$ cat src/rtl/phase_sequencer.sv
// ---------------------------------------------------------------------------
// phase_sequencer
//
// Timed controller that walks IDLE -> READY -> SET -> GO and drives the
// one-hot phase code consumed by the ready/set/go decoder. It is the only
// driver of current_state.
//
// Ports:
//   clk           in   system clock, all state changes on the rising edge
//   rst_n         in   synchronous active-low reset, highest priority
//   start         in   begin a sequence (sampled only in IDLE)
//   abort         in   return to IDLE from any state, no pulses
//   finish        in   consumer handshake that ends GO (sampled only in GO)
//   current_state out  one-hot phase: bit0 READY, bit1 SET, bit2 GO, 0 = IDLE
//   busy          out  high whenever current_state is non-zero
//   done          out  one-cycle pulse, GO ended by finish
//   timeout       out  one-cycle pulse, GO ended by the GO_TIMEOUT limit
//   phase_count   out  cycles elapsed in the current phase, 0 on entry
//
// Handshake semantics: start is a level request that is accepted on the
// first rising edge where the sequencer is IDLE and abort is low; while
// busy it is simply not looked at. finish is accepted on any rising edge
// in GO (it wins over a coincident timeout, loses to abort). Acceptance of
// finish or expiry of GO is reported one cycle later as done or timeout,
// in the same cycle that current_state reads IDLE again, so a start held
// during that pulse cycle launches the next sequence immediately.
//
// Priority on every edge: rst_n > abort > finish (GO) > counter expiry >
// start (IDLE).
// ---------------------------------------------------------------------------
module phase_sequencer #(
    parameter int READY_CYCLES = 4,
    parameter int SET_CYCLES   = 2,
    parameter int GO_TIMEOUT   = 16,
    parameter int CNT_W        = 8
) (
    input  logic             clk,
    input  logic             rst_n,
    input  logic             start,
    input  logic             abort,
    input  logic             finish,
    output logic [2:0]       current_state,
    output logic             busy,
    output logic             done,
    output logic             timeout,
    output logic [CNT_W-1:0] phase_count
);

    // Phase encodings; the register itself is the one-hot code, so the
    // FSM state is directly visible on current_state.
    localparam logic [2:0] ST_IDLE  = 3'b000;
    localparam logic [2:0] ST_READY = 3'b001;
    localparam logic [2:0] ST_SET   = 3'b010;
    localparam logic [2:0] ST_GO    = 3'b100;

    // Last count value of each phase. A limit of 2^CNT_W still fits because
    // only limit-1 is ever stored, so the counter never wraps.
    localparam logic [CNT_W-1:0] READY_LAST = CNT_W'(READY_CYCLES - 1);
    localparam logic [CNT_W-1:0] SET_LAST   = CNT_W'(SET_CYCLES - 1);
    localparam logic [CNT_W-1:0] GO_LAST    = CNT_W'(GO_TIMEOUT - 1);

    logic [2:0]       state_q;
    logic [2:0]       state_d;
    logic [CNT_W-1:0] count_q;
    logic [CNT_W-1:0] count_d;
    logic             done_q;
    logic             done_d;
    logic             timeout_q;
    logic             timeout_d;

    logic [CNT_W-1:0] phase_last;
    logic             phase_expired;

    // Limit of the phase currently held. IDLE uses 0 so that the compare
    // below is harmless there (IDLE never consults it).
    always_comb begin
        phase_last = '0;
        case (state_q)
            ST_READY: phase_last = READY_LAST;
            ST_SET:   phase_last = SET_LAST;
            ST_GO:    phase_last = GO_LAST;
            default:  phase_last = '0;
        endcase
    end

    assign phase_expired = (count_q == phase_last);

    // Next-state and pulse generation.
    always_comb begin
        state_d   = state_q;
        count_d   = count_q;
        done_d    = 1'b0;
        timeout_d = 1'b0;

        if (abort) begin
            // Abort is silent: no done/timeout, even if finish or expiry
            // coincide with it.
            state_d = ST_IDLE;
            count_d = '0;
        end else begin
            case (state_q)
                ST_IDLE: begin
                    count_d = '0;
                    if (start) begin
                        state_d = ST_READY;
                    end
                end

                ST_READY: begin
                    if (phase_expired) begin
                        state_d = ST_SET;
                        count_d = '0;
                    end else begin
                        count_d = count_q + CNT_W'(1);
                    end
                end

                ST_SET: begin
                    if (phase_expired) begin
                        state_d = ST_GO;
                        count_d = '0;
                    end else begin
                        count_d = count_q + CNT_W'(1);
                    end
                end

                ST_GO: begin
                    if (finish) begin
                        // finish is checked first so it wins on the
                        // expiry cycle.
                        state_d = ST_IDLE;
                        count_d = '0;
                        done_d  = 1'b1;
                    end else if (phase_expired) begin
                        state_d   = ST_IDLE;
                        count_d   = '0;
                        timeout_d = 1'b1;
                    end else begin
                        count_d = count_q + CNT_W'(1);
                    end
                end

                default: begin
                    // Unreachable encodings fall back to IDLE so the
                    // one-hot-or-zero property is restored in one cycle.
                    state_d = ST_IDLE;
                    count_d = '0;
                end
            endcase
        end
    end

    always_ff @(posedge clk) begin
        if (!rst_n) begin
            state_q   <= ST_IDLE;
            count_q   <= '0;
            done_q    <= 1'b0;
            timeout_q <= 1'b0;
        end else begin
            state_q   <= state_d;
            count_q   <= count_d;
            done_q    <= done_d;
            timeout_q <= timeout_d;
        end
    end

    assign current_state = state_q;
    assign busy          = |state_q;
    assign done          = done_q;
    assign timeout       = timeout_q;
    assign phase_count   = count_q;

endmodule
$ cat config.mk
export PLATFORM = sky130hd
export DESIGN_NAME = phase_sequencer
export DESIGN_NICKNAME = d
export VERILOG_FILES = /design/src/rtl/phase_sequencer.sv
export SDC_FILE = /design/constraint.sdc
export NUM_CORES = 1
export LEC_CHECK = 0
export CAP_MARGIN = 20
export CELL_PAD_IN_SITES_DETAIL_PLACEMENT = 0
export CELL_PAD_IN_SITES_GLOBAL_PLACEMENT = 1
export CORE_UTILIZATION = 33
export DETAILED_ROUTE_END_ITERATION = 6
export GPL_TIMING_DRIVEN = 0
export PLACE_DENSITY_LB_ADDON = 0.25
export SLEW_MARGIN = 10
export SYNTH_ARGS = -nofsm -noshare
export SYNTH_HDL_FRONTEND = slang
export SYNTH_SLANG_ARGS = --single-unit
export TNS_END_PERCENT = 30
$ cat constraint.sdc
create_clock -name clk -period 2.1 [get_ports clk]
set_input_delay 0.315 -clock clk [delete_from_list [all_inputs] [get_ports clk]]
set_output_delay 0.315 -clock clk [all_outputs]
set_load 0.01 [all_outputs]
Word level (Yosys, flattened, before mapping)
Index checks and enable logic that the tools add are counted.
- bits in registers: 13
- input port bits: 5
- logic and storage cells: 34
- add/subtract/negate cells: 1
- equality and inequality tests: 8
- mux-type cells: 12
- bitwise operators: 2
- reductions and logical operators: 7
- operators with widths (operator ; count):
    $mux 8 ; 2
    $pmux 8 s2 ; 1
    $mux 3 ; 5
    $pmux 3 s4 ; 1
    $pmux 4 s3 ; 1
    $add 8x1->8 const B ; 1
    $eq 8x8->1 ; 1
    $ne 2x2->1 const B ; 3
    $reduce_or 3->1 ; 2
    $reduce_and 4->1 ; 1
    $reduce_or 2->1 ; 2
    $reduce_or 4->1 ; 1
    $eq 3x1->1 const B ; 1
    $eq 3x2->1 const B ; 1
    $eq 3x3->1 const B ; 1
    $logic_not 3->1 ; 1
    $ne 3x3->1 const B ; 1
    $mux 1 ; 2
    $not 1->1 ; 2

Depth between registers and ports, before layout
Gate-level depths: netlist of run 1.
- depth in word-level cells: 6
- mapped depth: 6

Worst setup path before layout of run 1
No wires, ideal clock.
- kind: reg2reg
- from: reg state_q[0], in the netlist current_state[0]
- to: reg count_q[2], in the netlist phase_count[2]
- setup time: 0.133 ns
- arrival time: 1.486 ns
- data required time: 1.967 ns
- slack: 0.481 ns
- stages on the path, launching flop included: 7
- buffers on the path: 1
- clock period less this slack: 1.619 ns
- path through: dfxtp_1 buf_4 nor2_2 a211oi_2 a31oi_1 o41ai_4 nor2_1
- word-level cells in the longest chain between the ends: 6
- elaborated cells between the ends (all ways): 9
- RTL lines (element ; line ; source):
    from (decl) ; 62 ; logic [2:0] state_q;
    from (signal assigned) ; 160 ; state_q <= state_d;
    $eq 3x3->1, or another cell as far along ; 78, 101 ;
    $pmux 4 s3 ; 78 ; case (state_q)
    $eq 8x8->1 ; 86 ; assign phase_expired = (count_q == phase_last);
    $mux 8 ; 110, 119, 134 ;
    $mux 8 ; 128 ; if (finish) begin
    $pmux 8 s2 (*) ; 101 ; case (state_q)
    to (signal assigned) ; 161 ; count_q <= count_d;
    to (decl) ; 64 ; logic [CNT_W-1:0] count_q;
Mark *: on every way between the ends. The rest lies on a longest branch, timed or not.
A chain may end at the register's enable or synchronous reset.

Final worst setup path of run 1
- from: reg state_q[0], in the netlist current_state[0]
- to: out busy
- word-level cells in the longest chain between the ends: 1
- RTL lines (element ; line ; source):
    $reduce_or 3->1 ; 168 ; assign busy = |state_q;
    to (decl) ; 43 ; output logic busy,
No other way between the ends.

==> out/qor.yml, run 1 <==
crit_required_ns: 1.78
seq_power_share_pct: 54.6
cp.arrival_ns: 1.60
fp.dieW_um: 47.1
yosysSeqAreaShare_pct: 38.7
fin_setup_tns_ns: 0
intPower_uw: 348
portBuffers: 18
relSlewSlack_pct: 65.6
grt.total_usage_pct: 14.1
finalCritPeriodShare_pct: 91.4
antenna_left: 0
tightest_slew_ns: 0.514
synthDistinctLibCells: 31
cts_hold_buffers: 0
crit_slowest_cell: "clkdlybuf4s50_1"
synth_area_leaders: "dfxtp_1, xor2_1, nor2_1, o41ai_4, xnor2_1"
routed_via_density: 4.75
grt_max_degree: 11
p_sw_uw: 108
path_buf_inv: 2
syn-num-nets: 77
worstSetupEndpointType: "output pin"
rsz0062_at_grt: "false"
clkPwrFrac_pct: 34.4
detailroute.via_count: 561
nNetsFinal: 100
period_minus_slack_ns: 1.92
drive_gt1_share_pct: 12.9
row_count: 15
ys_ff_latch: 13
min_path_type: "register to register"
num_antenna_cells: 0
reg2reg_slack_ns: 0.36
peakVddDrop_mv: 0.297
dpl.hpwl_um: 967
synthFlopType: "dfxtp_1"
syn_area_per_cell_um2: 9.46
crit_family: "buffers and inverters"
hold_viol: 0
path_clk_slew_ns: 0.09
clockRootBuffer: "clkbuf_4"
path_cells: "buf_4, or3_1, clkdlybuf4s50_1"
die-area_um2: 2220
cts_resized: 0
worstSetupPathType: "register to output pin"
max_stage_delay_ns: 0.48
power_density_nw_per_um2: 502
cts_htree_levels: 1
coreArea_um2: 1820
drv_cap: 0
dpl-instance-area_um2: 883
io_pins: 19
comb_power_share_pct: 11.0
worstSetupStartpointType: "register"
clock-skew-final_ns: 0.00723
yosys_warnings: 0
leakagePower_uw: 0.000346
grt_first_pass_wirelength_mm: 2.18
synth_top_cell_by_area: "dfxtp_1"
syn_to_final_growth_pct: 35.4
synth-edff-count: 0
syn_area_um2: 672
clkLatencyLatePin_ns: 0.28
drc_errors: 0
numCtsBuffers: 3
antenna_found_initial: 0
wl_per_cell_um: 11.2
wl_mm: 1.32
first_iter_violations: 6
synth_async_sr_flop_share_pct: 0
routabilityCongestion: 0.724
fin_area_um2: 910
setup_viol: 0
status: "completed"
worst-path-max-fanout: 10
max_freq_ghz: 0.521
finalMaxSlewViolations: 0
cts.sinks: 13
overflow: 0
grt_pass1_vias: 503
first_pass_iters: 2
synthCells: 71
tritoncts: "yes"
p_sw_share_pct: 23.7
clockBufferDepth: 2
postCtsSetupBuffers: 0
start_util_pct: 36.9
die_y_um: 47.1
yosys.area.top_type_share_pct: 38.7
[logic make-up after synthesis]
family	Yosys count	share of synthesized area [%]
AND/OR/NAND/NOR	33	28.3
flip-flops	13	38.7
AO/OA/AOI/OAI	9	11.9
XOR/XNOR	9	11.7
buffers and inverters	4	4.47
multiplexers	2	2.98
adder cells (fa/ha/maj)	1	1.86
[Yosys cell counts (2+ instances only)]
library cell,count
nor2_1,10
or3_1,3
dfxtp_1,13
nand2_1,5
mux2i_1,2
buf_4,2
xnor2_1,3
a21oi_1,3
xor2_1,6
nand4_1,2
nand2b_1,2
[metrics by stage]
| stage | total power [uW] | utilization (%) | setup slack (ns) | std cells | hold WS, ns |
|---|---|---|---|---|---|
| 2_1_floorplan | 287 | - | 0.481 | 71 | 0.441 |
| 3_3_place_gp | 305 | 48.5 | 0.286 | 114 | 0.496 |
| 3_5_place_dp | 305 | 48.5 | 0.251 | 114 | 0.498 |
| 4_1_cts | 465 | 50.0 | 0.172 | 118 | 0.513 |
| 5_1_grt | 479 | 50.0 | 0.120 | 118 | 0.544 |
| 6_report | 456 | 50.0 | 0.181 | 118 | 0.510 |
[path summary, 6_finish.rpt]
kind / cells past startpoint / from / to
max: 3 / current_state[0] / busy
min: 2 / phase_count[7] / phase_count[7]
min reg2reg: 2 / phase_count[7] / phase_count[7]
max reg2reg: 6 / current_state[0] / phase_count[2]
[power groups by stage]
stage,sequential (uW),combinational [uW],clock (uW)
3_3_place_gp,255,49.9,0
6_report,249,50.3,157
2_1_floorplan,256,31.2,0
3_5_place_dp,255,50.3,0
5_1_grt,250,55.0,174
4_1_cts,249,50.6,165
[registers in the layout, indices dropped and copies added, names as in the netlist]
signal and count:
current_state 3, done 1, phase_count 8, timeout 1
[placed cells by master (no fill, tap or decap), drive strengths merged, types with 2 or more instances in the layout]
cell and n:
a21oi 3, buf 3, clkbuf 4, clkdlybuf4s50 18
dfxtp 13, mux2i 2, nand2 5, nand2b 2
nand4 2, nor2 11, nor4 2, or3 3
or4 2, xnor2 3, xor2 6
[worst min-delay path: stages (launching register included)]
cell,delay [ns]
dfxtp_1,0.34
o21ai_0,0.07
a21oi_1,0.06
[area by class of cell]
cell class	instances	area, um^2
Fill cell	183	911
Multi-Input combinational cell	54	382
Sequential cell	13	260
Timing Repair Buffer	18	180
Tap cell	25	31.3
Clock buffer	4	26.3
Buffer	3	26.3
Inverter	1	3.75
[layer usage]
metal,wire (um),global-route usage (%)
met2,561,20.6
met5,0,0
met1,684,19.3
met4,19,6.86
met3,56,3.46
Note: power is estimated with default switching activity, not from simulation.
==> run 2, diff against run 1 <==
--- a/config.mk
+++ b/config.mk
@@ -9,6 +9,7 @@
 export CELL_PAD_IN_SITES_DETAIL_PLACEMENT = 0
 export CELL_PAD_IN_SITES_GLOBAL_PLACEMENT = 1
 export CORE_UTILIZATION = 33
+export CTS_CLUSTER_SIZE = 16
 export DETAILED_ROUTE_END_ITERATION = 6
 export GPL_TIMING_DRIVEN = 0
 export PLACE_DENSITY_LB_ADDON = 0.25
==> results of run 2 <==
No change in the layout: final DEF, timing and power equal those of run 1.
